==> src/rtl/reg_file_param.sv <==
// Parametrised integer register file: one write port, two combinational read ports,
// optional hardwired x0 and write bypass, and a one-entry-per-cycle clear engine.
module reg_file_param #(
  parameter int DATA_WIDTH = 32,
  parameter int ADDR_WIDTH = 5,
  parameter int ZERO_REG   = 1,
  parameter int BYPASS     = 1
) (
  input  logic                  CLK,
  input  logic                  RESET,
  input  logic                  WRITE,
  input  logic [ADDR_WIDTH-1:0] INADDRESS,
  input  logic [DATA_WIDTH-1:0] IN,
  input  logic [ADDR_WIDTH-1:0] OUT1ADDRESS,
  input  logic [ADDR_WIDTH-1:0] OUT2ADDRESS,
  input  logic                  CLEAR,
  output logic [DATA_WIDTH-1:0] OUT1,
  output logic [DATA_WIDTH-1:0] OUT2,
  output logic                  BUSY,
  output logic                  WRDROP
);

  localparam int DEPTH = 1 << ADDR_WIDTH;
  localparam logic [ADDR_WIDTH-1:0] LAST_PTR = '1;

  typedef enum logic {ST_CLR, ST_RDY} state_t;

  state_t                  state_q, state_d;
  logic [ADDR_WIDTH-1:0]   ptr_q, ptr_d;
  logic                    wrdrop_q, wrdrop_d;
  logic                    busy;

  logic [DATA_WIDTH-1:0]   mem [DEPTH];
  logic                    mem_we;
  logic [ADDR_WIDTH-1:0]   mem_waddr;
  logic [DATA_WIDTH-1:0]   mem_wdata;

  always_ff @(posedge CLK) begin
    if (RESET) begin
      state_q  <= ST_CLR;
      ptr_q    <= '0;
      wrdrop_q <= 1'b0;
    end else begin
      state_q  <= state_d;
      ptr_q    <= ptr_d;
      wrdrop_q <= wrdrop_d;
    end
  end

  // The pointer parks at the last entry instead of wrapping; RDY is entered there.
  always_comb begin
    state_d = state_q;
    ptr_d   = ptr_q;
    case (state_q)
      ST_CLR: begin
        if (CLEAR) begin
          ptr_d = '0;
        end else if (ptr_q == LAST_PTR) begin
          state_d = ST_RDY;
        end else begin
          ptr_d = ptr_q + 1'b1;
        end
      end
      default: begin
        if (CLEAR) begin
          state_d = ST_CLR;
          ptr_d   = '0;
        end
      end
    endcase
  end

  // Single write port shared by reset, the clear engine and normal writes.
  always_comb begin
    busy      = (state_q == ST_CLR);
    wrdrop_d  = WRITE && (busy || CLEAR);
    mem_we    = 1'b0;
    mem_waddr = INADDRESS;
    mem_wdata = IN;
    if (RESET) begin
      mem_we    = 1'b1;
      mem_waddr = '0;
      mem_wdata = '0;
    end else if (busy) begin
      mem_we    = 1'b1;
      mem_waddr = ptr_q;
      mem_wdata = '0;
    end else if (WRITE && !CLEAR && !(ZERO_REG != 0 && INADDRESS == '0)) begin
      mem_we    = 1'b1;
    end
  end

  always_ff @(posedge CLK) begin
    if (mem_we) begin
      mem[mem_waddr] <= mem_wdata;
    end
  end

  function automatic logic [DATA_WIDTH-1:0] read_port(input logic [ADDR_WIDTH-1:0] addr);
    logic [DATA_WIDTH-1:0] data;
    if (busy) begin
      data = '0;
    end else if (ZERO_REG != 0 && addr == '0) begin
      data = '0;
    end else if (BYPASS != 0 && WRITE && !CLEAR && addr == INADDRESS) begin
      data = IN;
    end else begin
      data = mem[addr];
    end
    return data;
  endfunction

  assign OUT1   = read_port(OUT1ADDRESS);
  assign OUT2   = read_port(OUT2ADDRESS);
  assign BUSY   = busy;
  assign WRDROP = wrdrop_q;

endmodule

==> config.mk <==
export PLATFORM = sky130hd
export DESIGN_NAME = reg_file_param
export DESIGN_NICKNAME = d
export VERILOG_FILES = /design/src/rtl/reg_file_param.sv
export SDC_FILE = /design/constraint.sdc
export NUM_CORES = 1
export LEC_CHECK = 0
export ABC_CLOCK_PERIOD_IN_PS = 3700
export BUFFER_PORTS_ARGS = -buffer_cell sky130_fd_sc_hd__buf_2
export CAP_MARGIN = 20
export CORE_MARGIN = 2
export CORE_UTILIZATION = 60
export DETAILED_ROUTE_END_ITERATION = 10
export PLACE_DENSITY = 0.79
export RECOVER_POWER = 25
export SYNTH_ARGS = -nofsm -noshare
export SYNTH_HDL_FRONTEND = slang
export SYNTH_SLANG_ARGS = --single-unit
==> constraint.sdc <==
create_clock -name CLK -period 3.7 [get_ports CLK]
set_input_delay 0.37 -clock CLK [delete_from_list [all_inputs] [get_ports CLK]]
set_output_delay 0.37 -clock CLK [all_outputs]
set_load 0.05 [all_outputs]
Yosys cells after proc, flatten, opt, wreduce, memory -nomap -nowiden. Memories as Yosys holds them, arrays and structs flattened. Cells that the tools add are included.

Flip-flop bits (word level): 7. Bits in latches: 0. Memory bits (writable): 1024. ROM bits: 0. Input bits: 51. Output and inout port bits: 66. Word-level logic and storage cells: 46. Memories: 1.

Memory list: mem (words 32, width 32, read ports 2, clocked after Yosys merged registers in 0, wr ports 1, line 33) `logic [DATA_WIDTH-1:0] mem [DEPTH];`.

$add $sub $neg: 1. Multiply operators: 0. Div/mod/pow operators: 0. $lt $le $gt $ge: 0. Eq/ne operators: 5. Shift operators: 0. Muxes and demuxes: 23. Bitwise operators: 1. Reduce and logical (&&, ||, !) cells: 12.

Operators by type and width (count): $mux 32 (8); $mux 5 (6); $logic_not 5->1 (3); $eq 5x5->1 (2); $mux 1 (9); $add 5x1->5 const B (1); $eq 5x5->1 const B (1); $logic_and 1x1->1 (5); $ne 2x2->1 const B (2); $logic_not 1->1 (2); $reduce_and 2->1 (1); $logic_or 1x1->1 (1); $not 1->1 (1).

Logic depth before layout (Yosys ltp).
Depth in word-level cells: 8. Depth in mapped cells: 9. Mapped depth without buffers: 7.

Least setup slack after synthesis. OpenSTA, ideal clock, no wires.

Kind: reg-to-reg. From: reg state_q. To: mem mem[0][0], enable pin. Setup time: 0.421 ns. Arrival time: 2.942 ns. Required time: 3.279 ns. Slack: 0.337 ns. Stages on the path, launching flop included: 7. Path buffers: 1. Period minus slack after synthesis: 3.363 ns. Cell sequence: dfxtp_1 > clkinv_1 > nand2_1 > a21oi_1 > or2_2 > clkbuf_1 > nor2_1.

Word-level cells in the longest chain between the ends: 4. Elaborated cells on any way between the ends: 6. Those cells by class: mux: 6.

Ends and longest elaborated chain: from (decl) (line 28) `state_t state_q, state_d;`; from (signal assigned) (line 44) `state_q <= state_d;`; $mux 1 (line 84) `end else if (busy) begin`; $mux 1 (line 80) `if (RESET) begin`; $mux 1 (line 94) `if (mem_we) begin`; $mux 1 (not written as such) (line 95) `mem[mem_waddr] <= mem_wdata;`; to (decl) (line 33).

Several ways; a longest one is shown, not always the timed one.

Worst setup path after layout.
From: reg state_q. To: out OUT1[3].

Word-level cells in the longest chain between the ends: 1.

Ends and longest elaborated chain: $mux 32 (line 101) `if (busy) begin`; to (decl) (line 17) `output logic [DATA_WIDTH-1:0] OUT1,`.

No other way between the ends.

==> impl_metrics.ini <==
[outcome]
outcome = finished with violations
violations = max-capacitance violations, max-slew violations

[synth]
yosysWarnings = 0
synth-main-ff-cell = edfxtp_1
avgSynthCellArea_um2 = 18.4
synthArstFlopShare = 0
synth_nets = 2684
synth-edff-count = 1024
synth-seq-cells = 1031
syn_inst = 2631
yosysSeqAreaShare = 0.638
synth.cell_area_mm2 = 0.0484
ys_types = 46

[floorplan]
initial_utilization = 0.603
core_mm2 = 0.0803
die_w_um = 288
dieArea_mm2 = 0.0830
die_h_um = 288
io_pins = 117
num_rows = 104

[critical_path]
worstPathMaxFanout = 13
end_kind = output port
r2r-start = state_q
crit_start = state_q
start_kind = register
worst_r2r_endpoint = mem[13][18]
worstPathArrival_ns = 3.29
rr_worst_depth = 3
critPathKind = register to output port
critPathRequiredTime_ns = 3.33
r2r_setup_slack_ns = 0.29
crit_end = OUT1[3]

[placement]
dp.cells = 3759
dp_hpwl_mm = 91.2
placed_area_mm2 = 0.0516
io_buffers = 116
dpl_worst_slack_ns = -0.0879
place_congestion = 0.931

[worst_hold_path]
hp-class = input pin to register

[cts]
holdBufCountCts = 0
clock-sinks = 1031
numCtsBuffers = 99
clockBufferDepth = 3
htreeDepth = 3
cts_tree = built
path_clk_slew_ns = 0.06
clock_latency_ns = 0.68
cts_root_buf = clkbuf_16

[layout]
final_cells = 3963
stdcell_area_mm2 = 0.0552
drive_gt1_frac = 0.326
mostFrequentLayoutCell = edfxtp_1
nets = 2866
multi_input_area_mm2 = 0.0168
regArea_mm2 = 0.0309
final_cell_mix = edfxtp_1, mux4_2, mux2i_1, buf_4, clkbuf_16
syn_to_final_growth_pct = 13.8
fillers = 4758

[pwr]
share_comb_of_total_power = 0.066
p_seq_frac = 0.503
p_leak_nw = 16.5
peakVddDrop_mv = 0.400
p_int_mw = 19.7
p_clk_frac = 0.431
p_total_mw = 25.2
pwr_density_cell_mw_per_mm2 = 458
p_sw_frac = 0.218
switching_power_mw = 5.50

[global_route]
grt_pass1_vias = 31500
antenna_found_initial = 10
grt-ovfl-total = 0
grt_use_total = 0.374
grt_pass1_wl_mm = 219
grt_max_degree = 57

[route]
drt_iter0_drc = 5285
routedWlPerCell_um = 38.8
first_pass_iters = 6
drt-total-wl_mm = 154
drc = 0
viasPerCell = 7.83
ant_nets = 0
vias = 31000

[sta]
tightestPinTransition_ns = 1.74
finalSetupViolCount = 0
rsz0062_at_grt = false
setup_ws_ns = 0.0361
drv_slew = 33
relSlewSlack = -0.160
fmax_mhz = 273
fin_crit_ns = 3.66
fin_worst_skew_ns = 0.0254
hold_viol = 0
final.period_utilization = 0.990

[run]
max_cap_violations = 1
[critical path, stage by stage (launching register included)]
cell	delay, ns
dfxtp_2	0.49
clkinv_1	0.54
a21oi_4	0.62
o21ai_0	0.18
a21oi_1	0.37
buf_4	0.17
buf_2	0.25
[state kept, by name (all words and copies together) (netlist names)]
| signal | count |
|---|---|
| mem | 1024 |
| ptr_q | 5 |
| WRDROP | 1 |
| state_q | 1 |
[what timing repair did]
| action | CTS | global route |
|---|---|---|
| cloned | 0 | 0 |
| gates resized for setup | 2 | 1 |
| setup buffers | 0 | 0 |
| pin swaps | 0 | 0 |
| setup endpoints to repair | 2 | 4 |
[cell type report]
type,count,share of cell area
sequential,1031,0.560
multi-input combinational,1371,0.304
timing repair buffer,305,0.0481
clock buffer,118,0.0473
tap,1060,0.0240
clock inverter,70,0.0157
inverter,5,0.000340
antenna,3,0.000136
[power by group through the flow]
stage / Combinational (mW) / Sequential (mW) / Clock [mW]
final: 1.68 / 12.7 / 10.9
after global routing: 1.71 / 12.7 / 11.3
after CTS: 1.62 / 12.7 / 10.9
after detailed placement: 1.60 / 13.0 / 0
after global placement: 1.57 / 12.9 / 0
after floorplan: 1.03 / 12.9 / 0
[metal layers]
metal  vias up  part of all wire  track usage
met4        16             0.072        0.228
li1      11600                 -            -
met5         -            0.0011      0.00682
met1     15500              0.30        0.472
met2      3085              0.46        0.569
met3       743              0.16        0.121
[logic make-up (layout without fill, tap and decap cells)]
| group | count (synthesis) | count (layout) | share of synthesized area |
|---|---|---|---|
| AO/OA/AOI/OAI | 448 | 448 | 0.0627 |
| flip-flops | 1031 | 1031 | 0.638 |
| AND/OR/NAND/NOR | 275 | 275 | 0.0293 |
| other | 0 | 3 | 0 |
| buffers and inverters | 229 | 498 | 0.0231 |
| XOR/XNOR | 12 | 12 | 0.00217 |
| multiplexers | 634 | 634 | 0.245 |
| adder cells (fa/ha/maj) | 2 | 2 | 0.000516 |
[worst min-delay path by stage]
| stage | startpoint | end | depth (start not counted) |
|---|---|---|---|
| 6_report | IN[12] | mem[12][12] | 2 |
| 4_1_cts | WRITE | WRDROP | 2 |
| 3_3_place_gp | ptr_q[4] | ptr_q[4] | 2 |
| 3_5_place_dp | ptr_q[1] | ptr_q[1] | 2 |
| 5_1_grt | IN[12] | mem[12][12] | 2 |
| 2_1_floorplan | ptr_q[1] | ptr_q[1] | 2 |
[cells in the mapped netlist, drive strengths merged, types with 18 or more instances]
library cell	instances	area, µm²
edfxtp	1024	30700
a211oi	44	330
a22o	18	158
o21ai	76	380
mux2i	186	1860
and3	34	213
mux4	439	9890
a22oi	62	465
o22ai	87	544
a21oi	80	400
clkbuf	104	390
a221o	32	320
nor4b	23	201
nor2b	47	294
buf	120	712
nor2	123	462
o221ai	23	201
nand2	19	71.3
[per-stage QoR]
step / utilization / hold slack, ns / setup TNS (ns)
2_1_floorplan: - / 0.483 / 0
3_3_place_gp: 0.643 / 0.592 / 0
3_5_place_dp: 0.643 / 0.597 / -0.0879
4_1_cts: 0.686 / 0.0834 / 0
5_1_grt: 0.687 / 0.0841 / 0
6_report: 0.687 / 0.0870 / 0
No activity file was read; power rests on OpenSTA's default activity.
